File: src/rtl/truth_table_reader_pkg.sv
// Shared FSM state codes and function-classification codes for truth_table_reader.
package truth_table_reader_pkg;

   localparam int unsigned STATE_W = 2;
   localparam logic [STATE_W-1:0] ST_IDLE   = 2'd0;
   localparam logic [STATE_W-1:0] ST_SETTLE = 2'd1;
   localparam logic [STATE_W-1:0] ST_SAMPLE = 2'd2;
   localparam logic [STATE_W-1:0] ST_DONE   = 2'd3;

   localparam int unsigned FUNC_W = 4;
   localparam logic [FUNC_W-1:0] FUNC_UNKNOWN = 4'd0;
   localparam logic [FUNC_W-1:0] FUNC_AND     = 4'd1;
   localparam logic [FUNC_W-1:0] FUNC_OR      = 4'd2;
   localparam logic [FUNC_W-1:0] FUNC_NAND    = 4'd3;
   localparam logic [FUNC_W-1:0] FUNC_NOR     = 4'd4;
   localparam logic [FUNC_W-1:0] FUNC_XOR     = 4'd5;
   localparam logic [FUNC_W-1:0] FUNC_XNOR    = 4'd6;

endpackage

File: src/rtl/truth_table_reader_classifier.sv
// func_classifier: maps a 2-input truth table (index {a,b}) to a known gate code.
module func_classifier
   import truth_table_reader_pkg::*;
(
   input  logic [3:0]        tbl,
   output logic [FUNC_W-1:0] func_id_c
);

   always_comb begin
      func_id_c = FUNC_UNKNOWN;
      case (tbl)
         4'b1000: func_id_c = FUNC_AND;
         4'b1110: func_id_c = FUNC_OR;
         4'b0111: func_id_c = FUNC_NAND;
         4'b0001: func_id_c = FUNC_NOR;
         4'b0110: func_id_c = FUNC_XOR;
         4'b1001: func_id_c = FUNC_XNOR;
         default: func_id_c = FUNC_UNKNOWN;
      endcase
   end

endmodule

File: src/rtl/truth_table_reader.sv
// Sweeps drv through all input combinations, samples smp after SETTLE cycles, builds tbl.
// Optional self-compare against expect_tbl when TRUTH_TABLE_READER_CHECK_EN is defined.
module truth_table_reader
   import truth_table_reader_pkg::*;
#(
   parameter int unsigned N_IN   = 2,
   parameter int unsigned SETTLE = 2
) (
   input  logic                 clk,
   input  logic                 rst_n,
   input  logic                 start,
`ifdef TRUTH_TABLE_READER_CHECK_EN
   input  logic [2**N_IN-1:0]   expect_tbl,
   output logic                 pass,
`endif
   output logic [N_IN-1:0]      drv,
   input  logic                 smp,
   output logic                 busy,
   output logic                 done,
   output logic [2**N_IN-1:0]   tbl,
   output logic [FUNC_W-1:0]    func_id
);

   localparam int unsigned TBL_W = 2**N_IN;
   localparam int unsigned IDX_W = N_IN;
   localparam int unsigned CNT_W = $clog2(SETTLE + 1);
   localparam logic [IDX_W-1:0] IDX_MAX  = IDX_W'(TBL_W - 1);
   localparam logic [CNT_W-1:0] CNT_LAST = CNT_W'(SETTLE - 1);

   logic [STATE_W-1:0] state_q, state_d;
   logic [IDX_W-1:0]   drv_q, drv_d;
   logic [IDX_W-1:0]   idx_q, idx_d;
   logic [CNT_W-1:0]   cnt_q, cnt_d;
   logic               busy_q, busy_d;
   logic               done_q, done_d;
   logic [TBL_W-1:0]   tbl_q, tbl_d;
   logic [FUNC_W-1:0]  func_id_q, func_id_d;
   logic [FUNC_W-1:0]  class_c;
`ifdef TRUTH_TABLE_READER_CHECK_EN
   logic [TBL_W-1:0]   expect_q, expect_d;
   logic               pass_q, pass_d;
`endif

   // Classify the table being completed so func_id is valid together with done.
   func_classifier u_classifier (
      .tbl       (4'(tbl_d)),
      .func_id_c (class_c)
   );

   always_comb begin
      state_d   = state_q;
      drv_d     = drv_q;
      idx_d     = idx_q;
      cnt_d     = cnt_q;
      busy_d    = 1'b0;
      done_d    = 1'b0;
      tbl_d     = tbl_q;
      func_id_d = func_id_q;
`ifdef TRUTH_TABLE_READER_CHECK_EN
      expect_d  = expect_q;
      pass_d    = pass_q;
`endif
      case (state_q)
         ST_IDLE: begin
            if (start) begin
               state_d   = ST_SETTLE;
               drv_d     = '0;
               idx_d     = '0;
               cnt_d     = '0;
               tbl_d     = '0;
               func_id_d = FUNC_UNKNOWN;
               busy_d    = 1'b1;
`ifdef TRUTH_TABLE_READER_CHECK_EN
               expect_d  = expect_tbl;
               pass_d    = 1'b0;
`endif
            end
         end
         ST_SETTLE: begin
            busy_d = 1'b1;
            cnt_d  = CNT_W'(cnt_q + 1'b1);
            if (cnt_q == CNT_LAST) state_d = ST_SAMPLE;
         end
         ST_SAMPLE: begin
            tbl_d[idx_q] = smp;
            if (idx_q == IDX_MAX) begin
               state_d   = ST_DONE;
               done_d    = 1'b1;
               func_id_d = (N_IN == 2) ? class_c : FUNC_UNKNOWN;
`ifdef TRUTH_TABLE_READER_CHECK_EN
               pass_d    = (tbl_d == expect_q);
`endif
            end else begin
               state_d = ST_SETTLE;
               idx_d   = IDX_W'(idx_q + 1'b1);
               drv_d   = IDX_W'(idx_q + 1'b1);
               cnt_d   = '0;
               busy_d  = 1'b1;
            end
         end
         default: state_d = ST_IDLE;
      endcase
   end

   always_ff @(posedge clk or negedge rst_n) begin
      if (!rst_n) begin
         state_q   <= ST_IDLE;
         drv_q     <= '0;
         idx_q     <= '0;
         cnt_q     <= '0;
         busy_q    <= 1'b0;
         done_q    <= 1'b0;
         tbl_q     <= '0;
         func_id_q <= FUNC_UNKNOWN;
`ifdef TRUTH_TABLE_READER_CHECK_EN
         expect_q  <= '0;
         pass_q    <= 1'b0;
`endif
      end else begin
         state_q   <= state_d;
         drv_q     <= drv_d;
         idx_q     <= idx_d;
         cnt_q     <= cnt_d;
         busy_q    <= busy_d;
         done_q    <= done_d;
         tbl_q     <= tbl_d;
         func_id_q <= func_id_d;
`ifdef TRUTH_TABLE_READER_CHECK_EN
         expect_q  <= expect_d;
         pass_q    <= pass_d;
`endif
      end
   end

   assign drv     = drv_q;
   assign busy    = busy_q;
   assign done    = done_q;
   assign tbl     = tbl_q;
   assign func_id = func_id_q;
`ifdef TRUTH_TABLE_READER_CHECK_EN
   assign pass    = pass_q;
`endif

endmodule
File: config.mk
export PLATFORM = sky130hd
export DESIGN_NAME = truth_table_reader
export DESIGN_NICKNAME = d
export VERILOG_FILES = /design/src/rtl/truth_table_reader_pkg.sv /design/src/rtl/truth_table_reader_classifier.sv /design/src/rtl/truth_table_reader.sv
export SDC_FILE = /design/constraint.sdc
export NUM_CORES = 1
export LEC_CHECK = 0
export ABC_AREA = 1
export ABC_CLOCK_PERIOD_IN_PS = 3000
export CAP_MARGIN = 20
export CORE_UTILIZATION = 45
export DETAILED_ROUTE_END_ITERATION = 7
export GPL_ROUTABILITY_DRIVEN = 0
export PLACE_DENSITY_LB_ADDON = 0.1
export REMOVE_ABC_BUFFERS = 1
export SLEW_MARGIN = 15
export SYNTH_ARGS = -nofsm -noshare
export SYNTH_HDL_FRONTEND = slang
export SYNTH_HIERARCHICAL = 1
export SYNTH_SLANG_ARGS = --single-unit
export TNS_END_PERCENT = 50
File: constraint.sdc
create_clock -name clk -period 3 [get_ports clk]
set_input_delay 0.45 -clock clk [delete_from_list [all_inputs] [get_ports clk]]
set_output_delay 0.45 -clock clk [all_outputs]
set_load 0.05 [all_outputs]
## Word level (Yosys, flattened, before mapping)

Cells that the tools add are included.

- Bits of input ports: 4
- Logic and storage cells: 56
- Register bits: 16
- Output and inout bits: 12

- Eq/ne operators: 14
- $add $sub $neg: 2
- Reduce and logical (&&, ||, !) cells: 8
- Mux-type cells: 23
- Order comparisons: 2

Operators with widths:

| cell | number |
|---|---|
| 3-bit case mux with 6 select lines | 1 |
| 4-bit case mux with 2 select lines | 2 |
| 4-bit equality test, second input constant | 3 |
| 2-bit two-way mux | 6 |
| 4-bit two-way mux | 3 |
| 2-bit case mux with 3 select lines | 2 |
| 3-bit AND reduction | 3 |
| 4-bit by 3-bit equality test with 1-bit output, second input constant | 2 |
| 2-bit inequality test, second input constant | 4 |
| 1-bit two-way mux | 5 |
| 2-bit by 1-bit adder with 2-bit output, second input constant | 2 |
| 4-bit bitwise mux | 1 |
| 2-bit by 1-bit equality test with 1-bit output, second input constant | 2 |
| 2-bit equality test, second input constant | 2 |
| 4-bit by 1-bit equality test with 1-bit output, second input constant | 1 |
| 2-bit case mux with 2 select lines | 1 |
| 2-bit by 3-bit < comparator with 1-bit output, second input constant | 1 |
| 1-bit case mux with 3 select lines | 1 |
| 3-bit nonzero test | 1 |
| 1-bit demux with 2-bit select | 1 |
| 2-bit by 1-bit >= comparator with 1-bit output, second input constant | 1 |
| 2-bit logical NOT | 1 |
| 2-bit AND reduction | 1 |
| 2-bit nonzero test | 1 |
| 1-bit logical AND | 1 |

## Logic depth before layout (Yosys ltp)

Gate-level depths: netlist of run 1.

- Depth after elaboration: 10
- Mapped depth: 14
- Depth with buffers taken out: 14

## Modules after synthesis

Netlist of run 1, hierarchy kept.

By module, submodules not included:

| module | cells an instance | area an instance (um2) | times used | sequential area each (um2) |
|---|---|---|---|---|
| truth_table_reader | 99 | 832.0 | 1 | 400.4 |
| func_classifier | 24 | 106.4 | 1 | 0.0 |

## Worst setup path after synthesis of run 1

No wires, ideal clock.

- Path type: register to register
- Start: register idx_q[0]
- End: register func_id_q[1], in the netlist func_id[1]
- Stages on the path, launching flop included: 14
- Buffers on the path: 0
- Clock period less this slack: 1.899 ns
- Arrival: 1.833 ns
- Library setup time: 0.066 ns
- Required time: 2.934 ns
- Setup slack: 1.101 ns
- Cell sequence: dfrtp_1 inv_1 ha_1 nand2_1 o211ai_1 nand2_1 inv_1 nor2_1 nand2_1 nand3_2 inv_1 nor2_1 nand2_1 nand2_1

- Longest elaborated chain between the ends: 10
- Elaborated cells between the ends (all ways): 19
- Classes of those cells: order compare (2); eq/ne (8); mux (7); reduce/logical (2)

Ends and longest elaborated chain:

| what | line | RTL |
|---|---|---|
| from (decl) | truth_table_reader.sv:32 | `logic [IDX_W-1:0] idx_q, idx_d;` |
| from (signal assigned) | truth_table_reader.sv:122 | `idx_q <= idx_d;` |
| 2-bit by 3-bit < comparator with 1-bit output (implied by the code) or 2-bit by 1-bit >= comparator with 1-bit output (tied branches) | truth_table_reader.sv:85 | `tbl_d[idx_q] = smp;` |
| 1-bit logical AND (implied by the code) | truth_table_reader.sv:85 |  |
| 1-bit two-way mux (implied by the code) | truth_table_reader.sv:85 |  |
| 1-bit demux with 2-bit select * | truth_table_reader.sv:85 |  |
| 4-bit bitwise mux * | truth_table_reader.sv:85 |  |
| 4-bit case mux with 2 select lines * | truth_table_reader.sv:63 | `case (state_q)` |
| via tbl_d[0] | truth_table_reader.sv:36 | `logic [TBL_W-1:0] tbl_q, tbl_d;` |
| 4-bit equality test (tied with other cells) | truth_table_reader_classifier.sv:11 | `case (tbl)` |
| 3-bit case mux with 6 select lines * | truth_table_reader_classifier.sv:11 |  |
| via class_c[1] | truth_table_reader.sv:38 | `logic [FUNC_W-1:0] class_c;` |
| 4-bit two-way mux * | truth_table_reader.sv:86 | `if (idx_q == IDX_MAX) begin` |
| 4-bit case mux with 2 select lines * | truth_table_reader.sv:63 |  |
| to (signal assigned) | truth_table_reader.sv:127 | `func_id_q <= func_id_d;` |
| to (decl) | truth_table_reader.sv:37 | `logic [FUNC_W-1:0] func_id_q, func_id_d;` |

Mark *: on every way through the listed nets, which the timed path passes. The rest lies on a longest branch. The select of a mux whose other input is x is not followed.
A chain may end at the register's enable or synchronous reset.

==> results of run 1 <==
-- routing by layer --
layer / routed length, um / vias to the layer above / global-route usage [%] / part of all wire (%)
li1: - / 410 / - / -
met1: 896 / 354 / 22.7 / 50
met2: 854 / 7 / 29.0 / 48
met3: 27 / 0 / 3.40 / 1.5
met4: 0 / 0 / 5.00 / 0
met5: 0 / - / 0 / 0
-- synthesized netlist by cell type (2+ instances only) --
library cell	count	share of area, %
nand2_1	45	18
dfrtp_1	16	43
inv_1	16	6.4
nand3_1	10	5.3
nor2_1	7	2.8
ha_1	6	8.0
inv_2	4	1.6
nor2_2	3	2.0
o211ai_1	3	2.4
o21ai_0	3	1.6
or2_0	2	1.3
-- final cells by class --
class | instances | area share [%]
Tap cell | 27 | 2.93
Multi-Input combinational cell | 86 | 39.6
Inverter | 20 | 6.52
Sequential cell | 16 | 34.8
Clock buffer | 4 | 3.15
Timing Repair Buffer | 15 | 13.0
-- worst reg2reg max path, delay by kind of cell, from the launching register on --
kind	cells	cell delay (ps)
adder cells (fa/ha/maj)	1	230
flip-flops	1	450
AND/OR/NAND/NOR	8	700
buffers and inverters	3	210
AO/OA/AOI/OAI	1	90
-- kinds of logic after synthesis --
| family | count (synthesis) | share of synthesized area, % |
|---|---|---|
| compound gates | 6 | 4.00 |
| fa+ha+maj | 6 | 8.00 |
| buf+inv | 21 | 8.80 |
| flops | 16 | 42.7 |
| other cells | 1 | 0.400 |
| simple gates | 73 | 36.1 |
-- layout by cell type (no fill, tap or decap), drive strengths merged --
cell type and n:
clkbuf 4, nand4 1, ha 6, nor2 11
or2 2, clkdlybuf4s50 15, nand3 12, o21ai 3
o211ai 3, dfrtp 16, conb 1, nand2 47
inv 20
-- where the power goes --
part | switching (mW) | internal [mW]
Combinational | 0.303 | 0.145
Clock | 0.0662 | 0.0738
Sequential | 0.0670 | 0.273
Total | 0.436 | 0.492
-- flip-flops by register name, indices dropped and copies added, names as in the netlist --
register	count
tbl	4
func_id	4
busy	1
done	1
state_q	2
idx_q	2
cnt_q	2
-- path summary, 6_finish.rpt --
path / end / depth (start not counted) / slack [ps]
min in group asynchronous: cnt_q[0] / 1 / 600
setup / recovery: drv[1] / 1 / 980
hold reg to reg: cnt_q[1] / 2 / 480
max in group asynchronous: state_q[1] / 1 / 1940
hold / removal: cnt_q[1] / 2 / 480
setup reg to reg: func_id[1] / 13 / 1270
==> metrics.md, run 1 <==
| Metric | Value |
|---|---|
| Run status | `completed` |
| Floorplan die area | `2270 sq um` |
| Inserted Diodes | `0` |
| Final cycle utilization of the critical path | `67.4%` |
| Initial Utilization | `47.8%` |
| Routed via count divided by cell count | `between 4 and 5` |
| Total number of vias | `771` |
| Largest stage delay on the critical path | `about 840 ps` |
| Final worst path period need | `around 2000 ps` |
| Kind of launch point of the worst setup path | `register` |
| Post-synthesis async set-or-reset flop share | `100%` |
| Maximum fanout along the worst path | `6` |
| Height of the chip | `47.7 um` |
| Relative area change from synthesis to final layout | `22.7%` |
| Post-route worst hold slack | `481 ps` |
| Data arrival, critical path | `1570 ps` |
| Wirelength per Cell | `between 10 and 15 um` |
| List of cells traversed by the critical path | `clkdlybuf4s50_1` |
| Register bit total from synthesis | `16` |
| Transition time of the tightest slew-check pin | `732 ps` |
| Drt drc | `0` |
| Number of rows in the core area | `16` |
| Number of flops mapped to enable cells by yosys | `0` |
| Summed instance area of the synthesized netlist | `938 sq um` |
| Slowest stage cell on the critical path | `clkdlybuf4s50_1` |
| Post-route clock skew | `4.63 ps` |
| Total of hold buffers inserted after clock tree synthesis | `0` |
| Cell Count Post-Placement | `164` |
| Die W | `47.7 um` |
| Relative slew slack | `51.0%` |
| Setup repair after global routing missed its margin | `false` |
| Fmax | `a little under 500 MHz` |
| Origin of the worst setup path | `idx_q[1]` |
| Power density normalized to cell area | `807 nW/um^2` |
| Sequential cell area fraction in the yosys report | `between 40% and 50%` |
| Worst vdd ir | `0.380 mV` |
| Count of cell types in the netlist | `19` |
| Layout Cell Area excl Fill | `roughly 1200 sq um` |
| Initial antenna violation count | `0` |
| Global route overflow | `0` |
| Count of endpoints failing hold in the final timing report | `0` |
| Clock slew seen by the registers of the worst setup and hold paths | `100 ps` |
| Vias in the first global route | `638` |
| Post-CTS Setup Inserts | `0` |
| Total global-route track usage | `17.3%` |
| DR iter-0 viols | `17` |
| Yosys warning count | `6` |
| Leakage power of the design | `~0.60 nW` |
| Clk sink count | `16` |
| Number of nets with antenna violations after detailed routing | `0` |
| Final cell count without fillers | `about 170` |
| Dpl cell area | `~1100 sq um` |
| TritonCTS clock tree | `yes` |
| Core area | `1960 sq um` |
| Number of filler cells placed in the layout | `196` |
| Root Buffer | `clkbuf_4` |
| Count of maximum capacitance violations | `0` |
| Total area of sequential cells | `roughly 400 sq um` |
| Data required, critical path | `2550 ps` |
| H-tree level count | `1` |
| Combined area of the multi-input logic cells | `455 sq um` |
| Top FF cell, synth | `dfrtp_1` |
| Sum of buffers and inverters on the critical path | `1` |
| Post-Route WL | `between 1.5 and 2 mm` |
| Post-placement setup slack | `~1000 ps` |
| Max Buffers Root-to-Sink | `2` |
| Wire length of the first global-routing pass | `2.75 mm` |
| Cell family contributing the most delay on the critical path | `buffers and inverters` |
| Synthesized netlist cell count | `approximately 120` |
| Detailed placement HPWL | `approximately 1.4 mm` |
| Worst reg2reg startpoint | `idx_q[0]` |
| Worst min-delay path startpoint | `cnt_q[1]` |
| Worst setup path class | `reg -> out` |
| IO Pins | `16` |
| Number of input and output port buffers inserted | `15` |
| Average instance area after synthesis | `~7.6 sq um` |
| Number of failing setup endpoints in the final timing report | `0` |
| Fraction of final layout cells with drive strength greater than 1 | `11.3%` |
| Total CTS buffers | `3` |
| Number of gates resized after cts | `0` |
| Pre-antenna DRT Iters | `4` |
| Clock insertion delay at the later pin of the skew report | `280 ps` |
| Kind of end point of the critical path | `output pin` |
| Final design utilization | `58.7%` |
| Hold WC Path Type | `reg -> reg` |
| Final Slew Violations | `0` |
| Maximum number of pins on one net before global-route repair | `17` |
| Final-stage net count | `around 150` |
| Worst setup margin | `978 ps` |
| Overall power consumption | `929 uW` |
| Total Negative Setup Slacks | `0 ps` |
No activity file was read; power rests on OpenSTA's default activity.
==> run 2: changes to the inputs <==
--- a/config.mk
+++ b/config.mk
@@ -6,7 +6,7 @@
 export NUM_CORES = 1
 export LEC_CHECK = 0
 export ABC_AREA = 1
-export ABC_CLOCK_PERIOD_IN_PS = 3000
+export ABC_CLOCK_PERIOD_IN_PS = 1700
 export CAP_MARGIN = 20
 export CORE_UTILIZATION = 45
 export DETAILED_ROUTE_END_ITERATION = 7
==> constraint.sdc (replaced) <==
create_clock -name clk -period 1.7 [get_ports clk]
set_input_delay 0.255 -clock clk [delete_from_list [all_inputs] [get_ports clk]]
set_output_delay 0.255 -clock clk [all_outputs]
set_load 0.05 [all_outputs]
==> run 2 against run 1 <==
Clock-buffer cell count unchanged; global-route usage grew 2.0 points; register-to-register slack got worse by 1200 ps; cell count up 10%; first-iteration DRC count fell by 18%; die area stayed put; sequential power is 67% higher; clock skew decreased by 4.0 ps; clock power is 83% higher; sequential share of layout area down 3.7 points; hold slack got worse by 210 ps; core utilization grew 6.9 points; critical path type is now reg -> reg.
==> metrics.md, run 2 (synthesized netlist as in run 1, its figures left out) <==
| Metric | Value |
|---|---|
| Number of input and output port buffers inserted | `15` |
| Hold WC Path Type | `in -> async` |
| Post-route worst hold slack | `276 ps` |
| Final-stage net count | `between 150 and 200` |
| Power density normalized to cell area | `1430 nW/um^2` |
| Post-placement setup slack | `-105 ps` |
| Total area of sequential cells | `approximately 400 sq um` |
| Switching Power | `roughly 850 uW` |
| Data arrival, critical path | `about 1800 ps` |
| Switching share of power | `between 40% and 50%` |
| Fmax | `606 MHz` |
| Count of endpoints failing hold in the final timing report | `0` |
| Root Buffer | `clkbuf_4` |
| Clock slew seen by the registers of the worst setup and hold paths | `100 ps` |
| Max Buffers Root-to-Sink | `2` |
| Clock network power share | `between 10% and 20%` |
| Number of filler cells placed in the layout | `between 150 and 200` |
| Core area | `1960 sq um` |
| Initial antenna violation count | `0` |
| Total number of vias | `874` |
| Relative area change from synthesis to final layout | `37.1%` |
| Number of failing setup endpoints in the final timing report | `0` |
| Detailed placement HPWL | `1.47 mm` |
| Cell internal power dissipation | `996 uW` |
| Setup repair after global routing missed its margin | `true` |
| Post-route clock skew | `0.662 ps` |
| Wire length of the first global-routing pass | `about 3 mm` |
| Kind of end point of the critical path | `register` |
| Drt drc | `0` |
| Maximum fanout along the worst path | `5` |
| Wirelength per Cell | `11.3 um` |
| Number of rows in the core area | `16` |
| Final Slew Violations | `0` |
| Data required, critical path | `roughly 1900 ps` |
| Inserted Diodes | `0` |
| Post-Route WL | `2.09 mm` |
| Worst setup margin | `49.5 ps` |
| Initial Utilization | `between 40% and 50%` |
| Total CTS buffers | `3` |
| Final design utilization | `65.6%` |
| Combined area of the multi-input logic cells | `493 sq um` |
| Fraction of final layout cells with drive strength greater than 1 | `38.0%` |
| Run status | `completed` |
| Total global-route track usage | `between 10% and 20%` |
| Floorplan die area | `2270 sq um` |
| H-tree level count | `1` |
| Routed via count divided by cell count | `4.72` |
| Kind of launch point of the worst setup path | `register` |
| Die W | `between 40 and 50 um` |
| Vias in the first global route | `707` |
| Final worst path period need | `1650 ps` |
| Worst vdd ir | `0.876 mV` |
| DR iter-0 viols | `14` |
| Height of the chip | `47.7 um` |
| Clk sink count | `16` |
| Total of hold buffers inserted after clock tree synthesis | `0` |
| Number of nets with antenna violations after detailed routing | `0` |
| Top library cells by usage in the layout, fill and taps aside | `40 x nand2_1, 29 x buf_4, 16 x dfrtp_1` |
| Pre-antenna DRT Iters | `4` |
| Sequential cell fraction of total power | `between 30% and 40%` |
| Leakage power of the design | `~0.70 nW` |
| TritonCTS clock tree | `yes` |
| Final cycle utilization of the critical path | `between 90% and 100%` |
| IO Pins | `16` |
| Combinational share of power | `55.4%` |
| Worst setup path class | `reg -> reg` |
| Count of maximum capacitance violations | `0` |
| Maximum number of pins on one net before global-route repair | `17` |
| Most common cell after layout, fill and taps aside | `nand2_1` |
| Global route overflow | `0` |
| Clock insertion delay at the later pin of the skew report | `about 280 ps` |
-- run 2: cell types whose count changed in the layout (fill, tap and decap cells not counted) --
cell / change
buf_4: +29
clkdlybuf4s50_1: -12
ha_1: -3
ha_2: +3
inv_1: -4
inv_2: +4
nand2_1: -5
nand2_2: +5
nor2_1: -3
nor2_2: +1
nor2_4: +2
o21ai_0: -1
o21ai_1: +1
-- run 2: path summary, 6_finish.rpt --
path                                from  slack, ps  depth (start not counted)         end
worst max-delay path            idx_q[1]         50                         12  func_id[1]
worst min-delay path               rst_n        280                          2    idx_q[0]
worst max register to register  idx_q[1]         50                         12  func_id[1]
worst min register to register  cnt_q[1]        490                          2    cnt_q[1]
max in group asynchronous          rst_n       1240                          2      tbl[1]
min in group clk                cnt_q[1]        490                          2    cnt_q[1]
-- run 2: per-stage QoR --
stage / TNS (ps) / std cells / power (mW) / instance area (sq um)
after global routing: -215 / 185 / 1.98 / 1290
final: 0 / 185 / 1.85 / 1290
after CTS: 0 / 179 / 1.76 / 1210
after detailed placement: -245 / 174 / 1.48 / 1160
after floorplan: -552 / 122 / 1.17 / 931
after global placement: -133 / 174 / 1.46 / 1160
-- run 2: timing repair --
action / 4_1_cts / 5_1_grt
buffers inserted: 1 / 6
endpoints found under the setup margin: 3 / 3
pin swaps: 0 / 9
resized for setup: 2 / 16
-- run 2: power by group through the flow --
stage,clock network (mW),registers (mW),logic (mW)
after floorplan,0,0.783,0.384
after global placement,0,0.572,0.885
after detailed placement,0,0.576,0.905
after CTS,0.263,0.567,0.932
after global routing,0.281,0.583,1.12
final,0.256,0.568,1.02
-- run 2: worst max-delay path, stage by stage, from the launching register on --
cell and delay, ps:
dfrtp_1 420, inv_1 90, ha_1 200, o211ai_1 220
nand2_2 140, inv_2 100, nor2_2 40, nand2_1 70
nand3_2 70, inv_1 50, nor2_1 30, nand2_1 80
nand2_1 50
-- run 2: cell type report --
cell class / count / area share, %
clock buffer: 4 / 2.82
inverter: 20 / 5.84
multi-input combinational: 86 / 38.3
sequential: 16 / 31.1
tap: 27 / 2.63
timing repair buffer: 32 / 19.3
-- run 2: per-layer routing --
metal | GRT usage, % | wire length [um]
met2 | 29.9 | 1080
met3 | 3.77 | 56
met4 | 8.33 | 21
met5 | 0 | 0
met1 | 26.3 | 925
==> run 3: changes to the inputs <==
--- a/config.mk
+++ b/config.mk
@@ -7,11 +7,10 @@
 export LEC_CHECK = 0
 export ABC_AREA = 1
 export ABC_CLOCK_PERIOD_IN_PS = 1700
-export CAP_MARGIN = 20
 export CORE_UTILIZATION = 45
 export DETAILED_ROUTE_END_ITERATION = 7
 export GPL_ROUTABILITY_DRIVEN = 0
-export PLACE_DENSITY_LB_ADDON = 0.1
+export PLACE_DENSITY = 0.72
 export REMOVE_ABC_BUFFERS = 1
 export SLEW_MARGIN = 15
 export SYNTH_ARGS = -nofsm -noshare
==> run 3 against run 2 <==
The run now ends with setup timing left; critical path depth unchanged; core utilization increased by 1.3 points; sequential power increased by 3%; sequential share of layout area decreased by 0.40 points; clock-buffer cell count unchanged; power increased by 0.17%; wire length increased by 6.3%; global-route usage increased by 0.49 points; register-to-register slack got worse by 50 ps; combinational power about the same.
==> metrics.md, run 3 (synthesized netlist as in run 1, its figures left out) <==
| Metric | Value |
|---|---|
| Setup repair after global routing missed its margin | `true` |
| Final-stage net count | `167` |
| Clock insertion delay at the later pin of the skew report | `290 ps` |
| Cell Count Post-Placement | `173` |
| Final Slew Violations | `0` |
| Run status | `complete, but fails checks` |
| Post-Route WL | `2.22 mm` |
| Vias in the first global route | `about 750` |
| Kind of end point of the critical path | `register` |
| Root Buffer | `clkbuf_4` |
| Routed via count divided by cell count | `4.84` |
| Leakage power of the design | `0.696 nW` |
| Top library cells by usage in the layout, fill and taps aside | `36 x nand2_1, 27 x buf_4, 14 x dfrtp_1` |
| Worst setup path class | `reg -> reg` |
| Die W | `47.7 um` |
| Total Negative Setup Slacks | `-1.56 ps` |
| DR iter-0 viols | `11` |
| Height of the chip | `between 40 and 50 um` |
| Data arrival, critical path | `roughly 1900 ps` |
| Final cell count without fillers | `183` |
| Data required, critical path | `about 1900 ps` |
| Final worst path period need | `between 1500 and 2000 ps` |
| Power density normalized to cell area | `around 1400 nW/um^2` |
| Global route overflow | `0` |
| Total number of vias | `886` |
| Wire length of the first global-routing pass | `3.04 mm` |
| Clock slew seen by the registers of the worst setup and hold paths | `about 100 ps` |
| Number of nets with antenna violations after detailed routing | `0` |
| Clk sink count | `16` |
| Worst setup margin | `-1.56 ps` |
| Initial Utilization | `47.8%` |
| TritonCTS clock tree | `yes` |
| Count of maximum capacitance violations | `0` |
| Total CTS buffers | `3` |
| Kind of launch point of the worst setup path | `register` |
| Post-route clock skew | `7.23 ps` |
| Inserted Diodes | `0` |
| Detailed placement HPWL | `1.45 mm` |
| Relative area change from synthesis to final layout | `39.7%` |
| Wirelength per Cell | `12.1 um` |
| Overall power consumption | `approximately 1.8 mW` |
| Pre-antenna DRT Iters | `4` |
| IO Pins | `16` |
| Drt drc | `0` |
| Initial antenna violation count | `0` |
| Total global-route track usage | `approximately a fifth` |
| Failing checks | `setup timing` |
| Maximum number of pins on one net before global-route repair | `17` |
| Worst r2r path cells | `12` |
| Core area | `1960 sq um` |
| Worst vdd ir | `0.841 mV` |
| Number of input and output port buffers inserted | `15` |
| Most common cell after layout, fill and taps aside | `nand2_1` |
| H-tree level count | `1` |
| Number of rows in the core area | `16` |
| Count of endpoints failing hold in the final timing report | `0` |
| Hold WC Path Type | `in -> async` |
| Number of failing setup endpoints in the final timing report | `1` |
| Final cycle utilization of the critical path | `100%` |
| Fraction of final layout cells with drive strength greater than 1 | `42.3%` |
| Maximum fanout along the worst path | `6` |
| Fmax | `slightly below 600 MHz` |
| Max Buffers Root-to-Sink | `2` |
| Floorplan die area | `between 2000 and 2500 sq um` |
run 3: per-layer routing:
metal  global-route usage, %  part of all wire (%)  routed length (um)  vias up
li1                        -                     -                   -      442
met1                    22.8                    43                 946      423
met2                    34.2                    52                1160       15
met3                    4.53                   3.1                  69        6
met4                    10.0                   1.9                  42        0
met5                       0                     0                   0        -
run 3: report_power, final:
| part | internal (mW) | switching (mW) | leakage [nW] |
|---|---|---|---|
| clock | 0.130 | 0.125 | 0.0210 |
| combinational | 0.363 | 0.644 | 0.465 |
| sequential | 0.486 | 0.0999 | 0.210 |
| total | 0.979 | 0.869 | 0.696 |
run 3: critical path: stages, from the launching register on:
cell and delay [ps]:
dfrtp_2 450, inv_2 90, ha_4 160, o211ai_1 270, nand2_2 170, inv_2 120, nor2_4 40, nand2_2 60
nand3_2 60, inv_2 40, nor2_1 30, nand2_1 60, nand2_1 40
run 3: layout make-up:
type                            instances  area [sq um]
Fill cell                             175           651
Multi-Input combinational cell         86           528
Sequential cell                        16           403
Timing Repair Buffer                   30           233
Inverter                               20          77.6
Clock buffer                            4          36.3
Tap cell                               27          33.8
run 3: final timing paths:
kind / startpoint / to / slack [ps]
max: idx_q[0] / func_id[1] / -2
min: rst_n / busy / 280
max reg2reg: idx_q[0] / func_id[1] / -2
min reg2reg: cnt_q[1] / cnt_q[1] / 490
max in group asynchronous: rst_n / idx_q[0] / 1220
min in group clk: cnt_q[1] / cnt_q[1] / 490
run 3: timing repair:
action / 4_1_cts / 5_1_grt
hold buffers: 0 / 0
pin swaps: 0 / 19
setup endpoints to repair: 3 / 3
resized for setup: 1 / 29
setup buffers: 0 / 6
run 3: stage by stage:
stage	util, %	worst slack, ps	hold WS [ps]	instance area, sq um
after detailed placement	58.7	-130	466	1150
after floorplan	-	-199	-40.6	931
final	66.8	-1.56	277	1310
after CTS	60.7	9.67	279	1190
after global placement	58.7	-75.1	457	1150
after global routing	66.8	-123	299	1310
